$ cat config.mk
export PLATFORM = sky130hd
export DESIGN_NAME = ex_muldiv
export DESIGN_NICKNAME = d
export VERILOG_FILES = /design/src/rtl/ex_muldiv_pkg.sv /design/src/rtl/ex_muldiv_div_iter.sv /design/src/rtl/ex_muldiv.sv
export SDC_FILE = /design/constraint.sdc
export NUM_CORES = 2
export LEC_CHECK = 0
export ABC_CLOCK_PERIOD_IN_PS = 9150
export BUFFER_PORTS_ARGS = -buffer_cell sky130_fd_sc_hd__buf_2
export CAP_MARGIN = 10
export CORE_AREA = 2 2 407 409
export CTS_CLUSTER_SIZE = 25
export DETAILED_ROUTE_END_ITERATION = 8
export DIE_AREA = 0 0 409 411
export HOLD_SLACK_MARGIN = 0.02
export PLACE_DENSITY = 0.56
export SYNTH_ARGS = -nofsm -noshare
export SYNTH_HDL_FRONTEND = slang
export SYNTH_SLANG_ARGS = --single-unit
$ cat constraint.sdc
create_clock -name clk -period 9.15 [get_ports clk]
set_clock_uncertainty 0.1 [all_clocks]
set_input_delay 0 -clock clk [delete_from_list [all_inputs] [get_ports clk]]
set_output_delay 0 -clock clk [all_outputs]
set_load 0.02 [all_outputs]
$ cat src/rtl/ex_muldiv_pkg.sv
// Shared encodings for the RV32M multiply/divide execute unit.
package ex_muldiv_pkg;

  localparam logic [6:0] FUNCT7_MULDIV = 7'b0000001;

  localparam logic [2:0] FUNCT3_MUL    = 3'b000;
  localparam logic [2:0] FUNCT3_MULH   = 3'b001;
  localparam logic [2:0] FUNCT3_MULHSU = 3'b010;
  localparam logic [2:0] FUNCT3_MULHU  = 3'b011;
  localparam logic [2:0] FUNCT3_DIV    = 3'b100;
  localparam logic [2:0] FUNCT3_DIVU   = 3'b101;
  localparam logic [2:0] FUNCT3_REM    = 3'b110;
  localparam logic [2:0] FUNCT3_REMU   = 3'b111;

  typedef enum logic [1:0] {
    MD_IDLE = 2'd0,
    MD_MUL  = 2'd1,
    MD_DIV  = 2'd2,
    MD_DONE = 2'd3
  } md_state_e;

endpackage

$ cat src/rtl/ex_muldiv_div_iter.sv
// Restoring radix-2 divider datapath on unsigned magnitudes, one quotient bit per step.
// The next-step quotient/remainder are exported combinationally so the owner can
// capture the final result on the same edge as the last step.
module ex_muldiv_div_iter #(
  parameter int XLEN = 32
) (
  input  logic            clk,
  input  logic            rst,
  input  logic            load,
  input  logic            step,
  input  logic [XLEN-1:0] dividend,
  input  logic [XLEN-1:0] divisor,
  output logic            last,
  output logic [XLEN-1:0] quot_next,
  output logic [XLEN-1:0] rem_next
);

  localparam int CW = $clog2(XLEN);

  logic [XLEN-1:0] quot_reg;
  logic [XLEN-1:0] rem_reg;
  logic [XLEN-1:0] divisor_reg;
  logic [CW-1:0]   cnt_reg;
  logic [XLEN:0]   shifted;
  logic            fits;

  // One restoring step: shift in the next dividend bit, subtract the divisor if it fits.
  // When it fits the true difference is below the divisor, so the low XLEN bits suffice.
  always_comb begin
    shifted   = {rem_reg, quot_reg[XLEN-1]};
    fits      = (shifted >= {1'b0, divisor_reg});
    rem_next  = fits ? (shifted[XLEN-1:0] - divisor_reg) : shifted[XLEN-1:0];
    quot_next = {quot_reg[XLEN-2:0], fits};
    last      = (cnt_reg == CW'(XLEN - 1));
  end

  // Quotient register doubles as the dividend shift register.
  always_ff @(posedge clk) begin
    if (rst) begin
      quot_reg    <= '0;
      rem_reg     <= '0;
      divisor_reg <= '0;
      cnt_reg     <= '0;
    end else if (load) begin
      quot_reg    <= dividend;
      rem_reg     <= '0;
      divisor_reg <= divisor;
      cnt_reg     <= '0;
    end else if (step) begin
      quot_reg <= quot_next;
      rem_reg  <= rem_next;
      cnt_reg  <= cnt_reg + 1'b1;
    end
  end

endmodule

$ cat src/rtl/ex_muldiv.sv
// Multi-cycle RV32M execute unit: shift-add multiplier, restoring divider, control FSM.
// Stalls the pipeline while working and presents the result for one cycle in DONE.
module ex_muldiv
  import ex_muldiv_pkg::*;
#(
  parameter int XLEN             = 32,
  parameter int MUL_BITS_PER_CYC = 32
) (
  input  logic            clk,
  input  logic            rst,
  input  logic            start_i,
  input  logic [2:0]      funct3_i,
  input  logic [XLEN-1:0] op1_i,
  input  logic [XLEN-1:0] op2_i,
  input  logic [4:0]      wd_i,
  input  logic            flush_i,
  output logic            stallreq_o,
  output logic            busy_o,
  output logic            done_o,
  output logic [XLEN-1:0] result_o,
  output logic [4:0]      wd_o
);

  localparam int NM  = XLEN / MUL_BITS_PER_CYC;
  localparam int MCW = (NM > 1) ? $clog2(NM) : 1;

  md_state_e         state_reg;
  logic [XLEN-1:0]   result_reg;
  logic [4:0]        wd_reg;
  logic [4:0]        wd_pend_reg;
  logic              done_reg;
  logic              mul_low_reg;
  logic              rem_sel_reg;
  logic              neg_q_reg;
  logic              neg_r_reg;
  logic [2*XLEN-1:0] mcand_reg;
  logic [2*XLEN-1:0] acc_reg;
  logic [XLEN-1:0]   mplier_reg;
  logic [MCW-1:0]    mul_cnt_reg;

  logic              accept;
  logic              is_div;
  logic              div_signed;
  logic              a_signed;
  logic              b_signed;
  logic              op1_neg;
  logic              op2_neg;
  logic              div_zero;
  logic              div_ovf;
  logic [XLEN-1:0]   op1_mag;
  logic [XLEN-1:0]   op2_mag;
  logic [XLEN-1:0]   special_result;
  logic [2*XLEN-1:0] a_ext;
  logic [2*XLEN-1:0] acc_init;
  logic [2*XLEN-1:0] partial;
  logic [2*XLEN-1:0] acc_next;
  logic              mul_last;
  logic [XLEN-1:0]   mul_result;
  logic [XLEN-1:0]   div_result;
  logic              div_load;
  logic              div_step;
  logic              div_last;
  logic [XLEN-1:0]   quot_next;
  logic [XLEN-1:0]   rem_next;
  logic [2*XLEN-1:0] pp [MUL_BITS_PER_CYC];

  assign accept     = (state_reg == MD_IDLE) & start_i & ~flush_i;
  assign stallreq_o = accept | (state_reg == MD_MUL) | (state_reg == MD_DIV);
  assign busy_o     = (state_reg != MD_IDLE);
  assign done_o     = done_reg;
  assign result_o   = result_reg;
  assign wd_o       = wd_reg;
  assign div_load   = accept & is_div;
  assign div_step   = (state_reg == MD_DIV);

  // Decode the incoming op: operand signedness, divider magnitudes and the two
  // division corner cases that finish without iterating.
  always_comb begin
    is_div     = funct3_i[2];
    div_signed = ~funct3_i[0];
    a_signed   = (funct3_i == FUNCT3_MULH) || (funct3_i == FUNCT3_MULHSU);
    b_signed   = (funct3_i == FUNCT3_MULH);
    a_ext      = {{XLEN{a_signed & op1_i[XLEN-1]}}, op1_i};
    // A negative signed multiplier has weight -2^XLEN on its top bit; folding that
    // correction into the accumulator start lets the iterations treat it as unsigned.
    acc_init   = (b_signed && op2_i[XLEN-1]) ? -{op1_i, {XLEN{1'b0}}} : '0;
    op1_neg    = div_signed & op1_i[XLEN-1];
    op2_neg    = div_signed & op2_i[XLEN-1];
    op1_mag    = op1_neg ? -op1_i : op1_i;
    op2_mag    = op2_neg ? -op2_i : op2_i;
    div_zero   = (op2_i == '0);
    div_ovf    = div_signed && (op1_i == {1'b1, {(XLEN-1){1'b0}}}) && (op2_i == '1);
    if (div_zero) begin
      special_result = funct3_i[1] ? op1_i : '1;
    end else begin
      special_result = funct3_i[1] ? '0 : op1_i;
    end
  end

  // Partial products for the multiplier bits retired this cycle.
  genvar gi;
  for (gi = 0; gi < MUL_BITS_PER_CYC; gi++) begin : g_pp
    assign pp[gi] = mplier_reg[gi] ? (mcand_reg << gi) : '0;
  end

  // Accumulate this cycle's partial products and form both candidate results.
  always_comb begin
    partial = '0;
    for (int j = 0; j < MUL_BITS_PER_CYC; j++) begin
      partial = partial + pp[j];
    end
    acc_next   = acc_reg + partial;
    mul_last   = (mul_cnt_reg == MCW'(NM - 1));
    mul_result = mul_low_reg ? acc_next[XLEN-1:0] : acc_next[2*XLEN-1:XLEN];
    if (rem_sel_reg) begin
      div_result = neg_r_reg ? -rem_next : rem_next;
    end else begin
      div_result = neg_q_reg ? -quot_next : quot_next;
    end
  end

  ex_muldiv_div_iter #(
    .XLEN(XLEN)
  ) u_div_iter (
    .clk      (clk),
    .rst      (rst),
    .load     (div_load),
    .step     (div_step),
    .dividend (op1_mag),
    .divisor  (op2_mag),
    .last     (div_last),
    .quot_next(quot_next),
    .rem_next (rem_next)
  );

  // Control FSM with registered done/result/wd; flush abandons an op unless it is already in DONE.
  always_ff @(posedge clk) begin
    if (rst) begin
      state_reg   <= MD_IDLE;
      result_reg  <= '0;
      wd_reg      <= '0;
      wd_pend_reg <= '0;
      done_reg    <= 1'b0;
      mul_low_reg <= 1'b0;
      rem_sel_reg <= 1'b0;
      neg_q_reg   <= 1'b0;
      neg_r_reg   <= 1'b0;
      mcand_reg   <= '0;
      acc_reg     <= '0;
      mplier_reg  <= '0;
      mul_cnt_reg <= '0;
    end else begin
      done_reg <= 1'b0;
      case (state_reg)
        MD_IDLE: begin
          if (accept) begin
            wd_pend_reg <= wd_i;
            if (!is_div) begin
              mcand_reg   <= a_ext;
              mplier_reg  <= op2_i;
              acc_reg     <= acc_init;
              mul_cnt_reg <= '0;
              mul_low_reg <= (funct3_i == FUNCT3_MUL);
              state_reg   <= MD_MUL;
            end else if (div_zero || div_ovf) begin
              result_reg <= special_result;
              wd_reg     <= wd_i;
              done_reg   <= 1'b1;
              state_reg  <= MD_DONE;
            end else begin
              rem_sel_reg <= funct3_i[1];
              neg_q_reg   <= op1_neg ^ op2_neg;
              neg_r_reg   <= op1_neg;
              state_reg   <= MD_DIV;
            end
          end
        end
        MD_MUL: begin
          acc_reg     <= acc_next;
          mcand_reg   <= mcand_reg << MUL_BITS_PER_CYC;
          mplier_reg  <= mplier_reg >> MUL_BITS_PER_CYC;
          mul_cnt_reg <= mul_cnt_reg + 1'b1;
          if (flush_i) begin
            state_reg <= MD_IDLE;
          end else if (mul_last) begin
            result_reg <= mul_result;
            wd_reg     <= wd_pend_reg;
            done_reg   <= 1'b1;
            state_reg  <= MD_DONE;
          end
        end
        MD_DIV: begin
          if (flush_i) begin
            state_reg <= MD_IDLE;
          end else if (div_last) begin
            result_reg <= div_result;
            wd_reg     <= wd_pend_reg;
            done_reg   <= 1'b1;
            state_reg  <= MD_DONE;
          end
        end
        default: begin
          state_reg <= MD_IDLE;
        end
      endcase
    end
  end

endmodule
Word level (Yosys, flattened, before mapping):

Cells that the tools add are included.

* output and inout port bits: 40
* word-level logic and storage cells: 196
* register bits: 311

* bitwise operators: 13
* mux-type cells: 89
* equal/unequal tests: 17
* reductions and logical operators: 19
* order comparisons: 1
* add/sub/neg operators: 40

Operators by type and width (count)
* $mux W64: 37
* $add A64 B64 Y64: 32
* $mux W32: 21
* $pmux W64 S2: 2
* $neg A32 Y32: 4
* $pmux W32 S3: 1
* $eq A32 B32 Y1 const B: 2
* $neg A64 Y64: 1
* $pmux W32 S2: 1
* $mux W5: 7
* $ge A33 B32 Y1: 1
* $logic_not A32 Y1: 1
* $sub A32 B32 Y32: 1
* $pmux W5 S3: 1
* $mux W2: 6
* $ne A2 B2 Y1 const B: 6
* $mux W1: 10
* $reduce_and A3 Y1: 3
* $reduce_and A8 Y1: 1
* $and A1 B1 Y1: 6
* $pmux W2 S3: 1
* $reduce_bool A2 Y1: 3
* $add A5 B1 Y5 const B: 1
* $eq A5 B5 Y1 const B: 1
* 21 further kinds: 29

Logic depth before layout (Yosys ltp):

* depth in word-level cells: 37
* depth in mapped cells: 30
* mapped depth without buffers: 28

Hierarchy:

Synthesis repeated with hierarchy kept, for this count alone.

* cells, all modules: 7806
* area total of the unflattened synthesis: 66103.4 um^2

Modules (own cells, without submodules)
* ex_muldiv: cells each 6979, instances 1, seq. area each 4204.0 um^2, area an instance 59452.0 um^2
* ex_muldiv_div_iter: cells each 827, instances 1, seq. area each 2021.9 um^2, area an instance 6651.4 um^2

Least setup slack after synthesis:

OpenSTA, ideal clock, no wires.

* kind: reg2reg
* start: register mplier_reg[9]
* end: register result_reg[29] (netlist: result_o[29])
* setup slack: 1.026 ns
* buffers on the path: 2
* required time: 8.922 ns
* stages on the path, launching flop included: 30
* library setup time: 0.128 ns
* data arrival time: 7.896 ns
* cells stage by stage: dfxtp_1 -> clkbuf_1 -> clkbuf_1 -> nand2_1 -> fa_1 -> inv_1 -> fa_1 -> fa_1 -> inv_1 -> fa_1 -> inv_1 -> fa_1 -> fa_1 -> fa_1 -> inv_1 -> fa_1 -> inv_1 -> ha_1 -> and2_1 -> a2111oi_0 -> o31a_1 -> inv_1 -> nor4_1 -> o31ai_1 -> a221oi_1 -> o21ai_0 -> a21o_1 -> xor2_1 -> a221oi_1 -> a21oi_1

* word-level cells in the longest chain between the ends: 29

Ends and longest elaborated chain
* start: declaration: RTL line ex_muldiv.sv:38 `logic [XLEN-1:0] mplier_reg;`
* start signal: assignment: RTL line ex_muldiv.sv:160 `mplier_reg <= op2_i;`
* start signal: assignment: RTL line ex_muldiv.sv:181 `mplier_reg <= mplier_reg >> MUL_BITS_PER_CYC;`
* $mux W64: RTL line ex_muldiv.sv:103 `assign pp[gi] = mplier_reg[gi] ? (mcand_reg << gi) : '0;`
* $add A64 B64 Y64 (23 in a row): RTL line ex_muldiv.sv:110 `partial = partial + pp[j];`
* $add A64 B64 Y64: RTL line ex_muldiv.sv:112 `acc_next = acc_reg + partial;`
* $mux W32: RTL line ex_muldiv.sv:114 `mul_result = mul_low_reg ? acc_next[XLEN-1:0] : acc_next[2*XLEN-1:XLEN];`
* $mux W32: RTL line ex_muldiv.sv:185 `end else if (mul_last) begin`
* $mux W32: RTL line ex_muldiv.sv:183 `if (flush_i) begin`
* $pmux W32 S3: RTL line ex_muldiv.sv:154 `case (state_reg)`
* end signal: assignment: RTL line ex_muldiv.sv:166 `result_reg <= special_result;`
* end signal: assignment: RTL line ex_muldiv.sv:186 `result_reg <= mul_result;`
* end signal: assignment: RTL line ex_muldiv.sv:196 `result_reg <= div_result;`
* end: declaration: RTL line ex_muldiv.sv:28 `logic [XLEN-1:0] result_reg;`

Every way passes these cells. The select of a mux whose other input is x is not followed.
A chain may end at the register's enable or synchronous reset.

Worst setup path after layout:

* start: register mcand_reg[31]
* end: register acc_reg[63]

* word-level cells in the longest chain between the ends: 34
* elaborated cells on any way between the ends: 65
* classes of those cells: add/sub: 32; mux: 33

Ends and longest elaborated chain
* start: declaration: RTL line ex_muldiv.sv:36 `logic [2*XLEN-1:0] mcand_reg;`
* start signal: assignment: RTL line ex_muldiv.sv:159 `mcand_reg <= a_ext;`
* start signal: assignment: RTL line ex_muldiv.sv:180 `mcand_reg <= mcand_reg << MUL_BITS_PER_CYC;`
* $mux W64: RTL line ex_muldiv.sv:103
* $add A64 B64 Y64 (30 in a row): RTL line ex_muldiv.sv:110
* $add A64 B64 Y64 (*): RTL line ex_muldiv.sv:110
* $add A64 B64 Y64 (*): RTL line ex_muldiv.sv:112
* $pmux W64 S2 (*): RTL line ex_muldiv.sv:154
* end signal: assignment: RTL line ex_muldiv.sv:161 `acc_reg <= acc_init;`
* end signal: assignment: RTL line ex_muldiv.sv:179 `acc_reg <= acc_next;`
* end: declaration: RTL line ex_muldiv.sv:37 `logic [2*XLEN-1:0] acc_reg;`

Every way passes the cells marked *; elsewhere a longest branch is shown, timed or not.

==> impl_results.md <==
- Outcome: complete, no violations
- Mapped Nets: roughly 9.4k
- Worst hold slack: 219 ps
- Unique masters post-synth: 85
- Max FO, Critical Path: 18
- Area growth from synthesis to layout: 9.12%
- Worst Max-Slew Pin Slew: about 1100 ps
- Post-synth EDFFs: 0
- Post-DR wirelength/cell: roughly 23 um
- Antenna cells: 0
- Worst EP required: about 9400 ps
- CTS tree: done
- Initial antenna violation count: 12
- Most frequent cells in the layout: inv_1, fa_1, nand2_1
- Setup Slack @ Placement: -12.5 ps
- Leak: about 0.032 uW
- Maxcap violations: 0
- Hold_sp: op2_i[0]
- Number of global-route vias before repair: 56.5k
- Final Net Count: a little over 9k
- Cell mode on critical path: fa_1
- WP data arrival: approximately 9200 ps
- Final slew viol count: 0
- Reg2Reg Setup Slack: approximately 270 ps
- Dpl cells: 9677
- Synthesis-stage register bit count: a little over 300
- CTS Sinks: slightly above 300
- Clk buf depth: 3
- Vias per inst: ~5.5
- Final worst slack: 267 ps
- Worst setup SP type: flip-flop
- Yosys synthesis warning count: 0
- WL final: around 230000 um
- Commonest non-fill, non-tap cell in the layout: inv_1
- Fmax achieved: 113 MHz
- Gpl congestion: 0.960
- Core area: between 0.15 and 0.2 mm^2
- DR iter-0 viols: between 4k and 5k
- RSZ-0062 raised after global routing: true
- Worst flop-to-flop path startpoint: mcand_reg[31]$_SDFFE_PP0P_
- First-pass DRT Iterations: 8
- Die height: between 400 and 500 um
- Min Clock Period, post-route: 8880 ps
- PD cells: around 140 mW/mm^2
- CTS root buf: clkbuf_16
- Post-DP HPWL: around 180000 um
- Mapped Area: 0.0653 mm^2
- # IOs: between 100 and 150
- Global route overflow: 0
- CP Class: flip-flop to flip-flop
- Seq/Total Area, Yosys: 0.0954
- Antenna Nets Post-Route: 0
- Gr usage total: 0.278
- Die area: between 0.15 and 0.2 mm^2
- R2r endpoint: acc_reg[63]$_SDFFE_PP0P_
- Final Cycle Share: 0.971
- Largest net degree at the start of global routing: roughly 110
- Final hold vios: 0
- Top_reg_cell synth: dfxtp_1
- Post-Layout Cell Count: between 9k and 10k
- Residual DRC: 0
- CP max-delay cell: fa_1
- Filler Cell Count: between 15k and 20k
- Worst path max stage delay: between 500 and 600 ps
- Worst reg-to-reg path cell count: 29
- Hold Crit Class: primary input to flip-flop
- Post-synth ARST share: 0
- Total number of vias: 53.6k
- First-pass GRT wire length: 354000 um
- Die Wd: roughly 400 um
- Worst Hold Path EP: u_div_iter.divisor_reg[0]$_SDFFE_PP0P_
- Setup violations, final: 0
- Mapped Cells: just under 8k
- Rows: roughly 150
- Port Buffer Count: 115
- Share of cells above drive strength 1: 0.0628
- Slew headroom: 0.259
- VDD IR max: between 200 and 250 uV
- Clock Pin Slew Worst Setup and Hold Paths: 60 ps
- CP Capture Type: flip-flop
- H-tree levels: 2
- Mean Syn Cell Area: 8.48 um^2
- Worst-skew pair later-pin latency: roughly 600 ps
- Power Total: a little over 10000 uW
- Setup bufs post-CTS: 0
- Hold Path Depth: 4
- Initial core utilization: 0.398
- Total CTS buffers: 40
-- synthesized netlist by cell type, types with 71 or more instances --
cell type / number / area, um^2
ha_1: 195 / 2440
nor3_1: 71 / 355
dfxtp_1: 311 / 6230
xnor2_1: 166 / 1450
nand3_1: 86 / 430
a21oi_1: 133 / 666
and2_1: 330 / 2060
xor2_1: 110 / 963
a211oi_1: 138 / 1040
o21ai_0: 143 / 716
fa_1: 1436 / 28700
mux2i_1: 86 / 861
clkbuf_1: 535 / 2010
a22oi_1: 83 / 623
inv_1: 1511 / 5670
nor2_1: 383 / 1440
nand2_1: 1425 / 5350
-- metrics by stage --
stage	setup TNS [ps]	util	cell area (um^2)
2_1_floorplan	0	-	65300
3_3_place_gp	0	0.421	69000
3_5_place_dp	-28.2	0.421	69000
4_1_cts	0	0.435	71200
5_1_grt	-32.1	0.435	71200
6_report	0	0.435	71200
-- cell families (layout without fill, tap and decap cells) --
kind of cell | Yosys count | after routing | share of synthesized area
flip-flops | 311 | 311 | 0.0954
adder cells (fa/ha/maj) | 1654 | 1654 | 0.481
buffers and inverters | 2065 | 2015 | 0.119
multiplexers | 93 | 93 | 0.0144
AO/OA/AOI/OAI | 809 | 809 | 0.0852
AND/OR/NAND/NOR | 2487 | 2487 | 0.168
XOR/XNOR | 276 | 276 | 0.0370
-- worst max path at each step --
| stage | from | end | cells after the start |
|---|---|---|---|
| 2_1_floorplan | mplier_reg[9]$_SDFFE_PP0P_ | result_o[29]$_SDFFE_PP0P_ | 29 |
| 3_3_place_gp | mplier_reg[0]$_SDFFE_PP0P_ | result_o[27]$_SDFFE_PP0P_ | 29 |
| 3_5_place_dp | mplier_reg[0]$_SDFFE_PP0P_ | acc_reg[63]$_SDFFE_PP0P_ | 28 |
| 4_1_cts | mcand_reg[40]$_SDFFE_PP0P_ | acc_reg[63]$_SDFFE_PP0P_ | 28 |
| 5_1_grt | mcand_reg[31]$_SDFFE_PP0P_ | acc_reg[63]$_SDFFE_PP0P_ | 29 |
| 6_report | mcand_reg[31]$_SDFFE_PP0P_ | acc_reg[63]$_SDFFE_PP0P_ | 29 |
-- area by class of cell --
cell class              count  area (um^2)  area share
clock buffers              57         1180      0.0165
clock inverters            13          175     0.00246
repair buffers            428         3780      0.0530
well taps                2189         2740      0.0384
inverters                1517         5690      0.0799
multi-input cells        5319        51400       0.722
flip-flops and latches    311         6260      0.0879
-- routing by layer --
metal	global-route usage	wire [um]
met5	0	101
met4	0.110	10800
met3	0.0404	17000
met2	0.463	110000
met1	0.364	92600
-- report_power, final --
group,switching [uW],internal (uW),leakage [uW]
logic,4610,2180,0.0290
clock network,704,982,0.000665
registers,257,1560,0.00254
-- worst max-delay path, delay by kind of cell (launching register included) --
family | cells | cell delay [ps]
adder cells (fa/ha/maj) | 9 | 4510
AO/OA/AOI/OAI | 9 | 2110
buffers and inverters | 7 | 740
AND/OR/NAND/NOR | 3 | 610
flip-flops | 1 | 470
XOR/XNOR | 1 | 140
-- repair_timing --
item / in CTS / in global routing
endpoints found under the setup margin: 3 / 8
hold buffers: 87 / 0
endpoints found under the hold margin: 186 / 0
gates resized for setup: 1 / 7
Power figures use the tool's default switching activity.
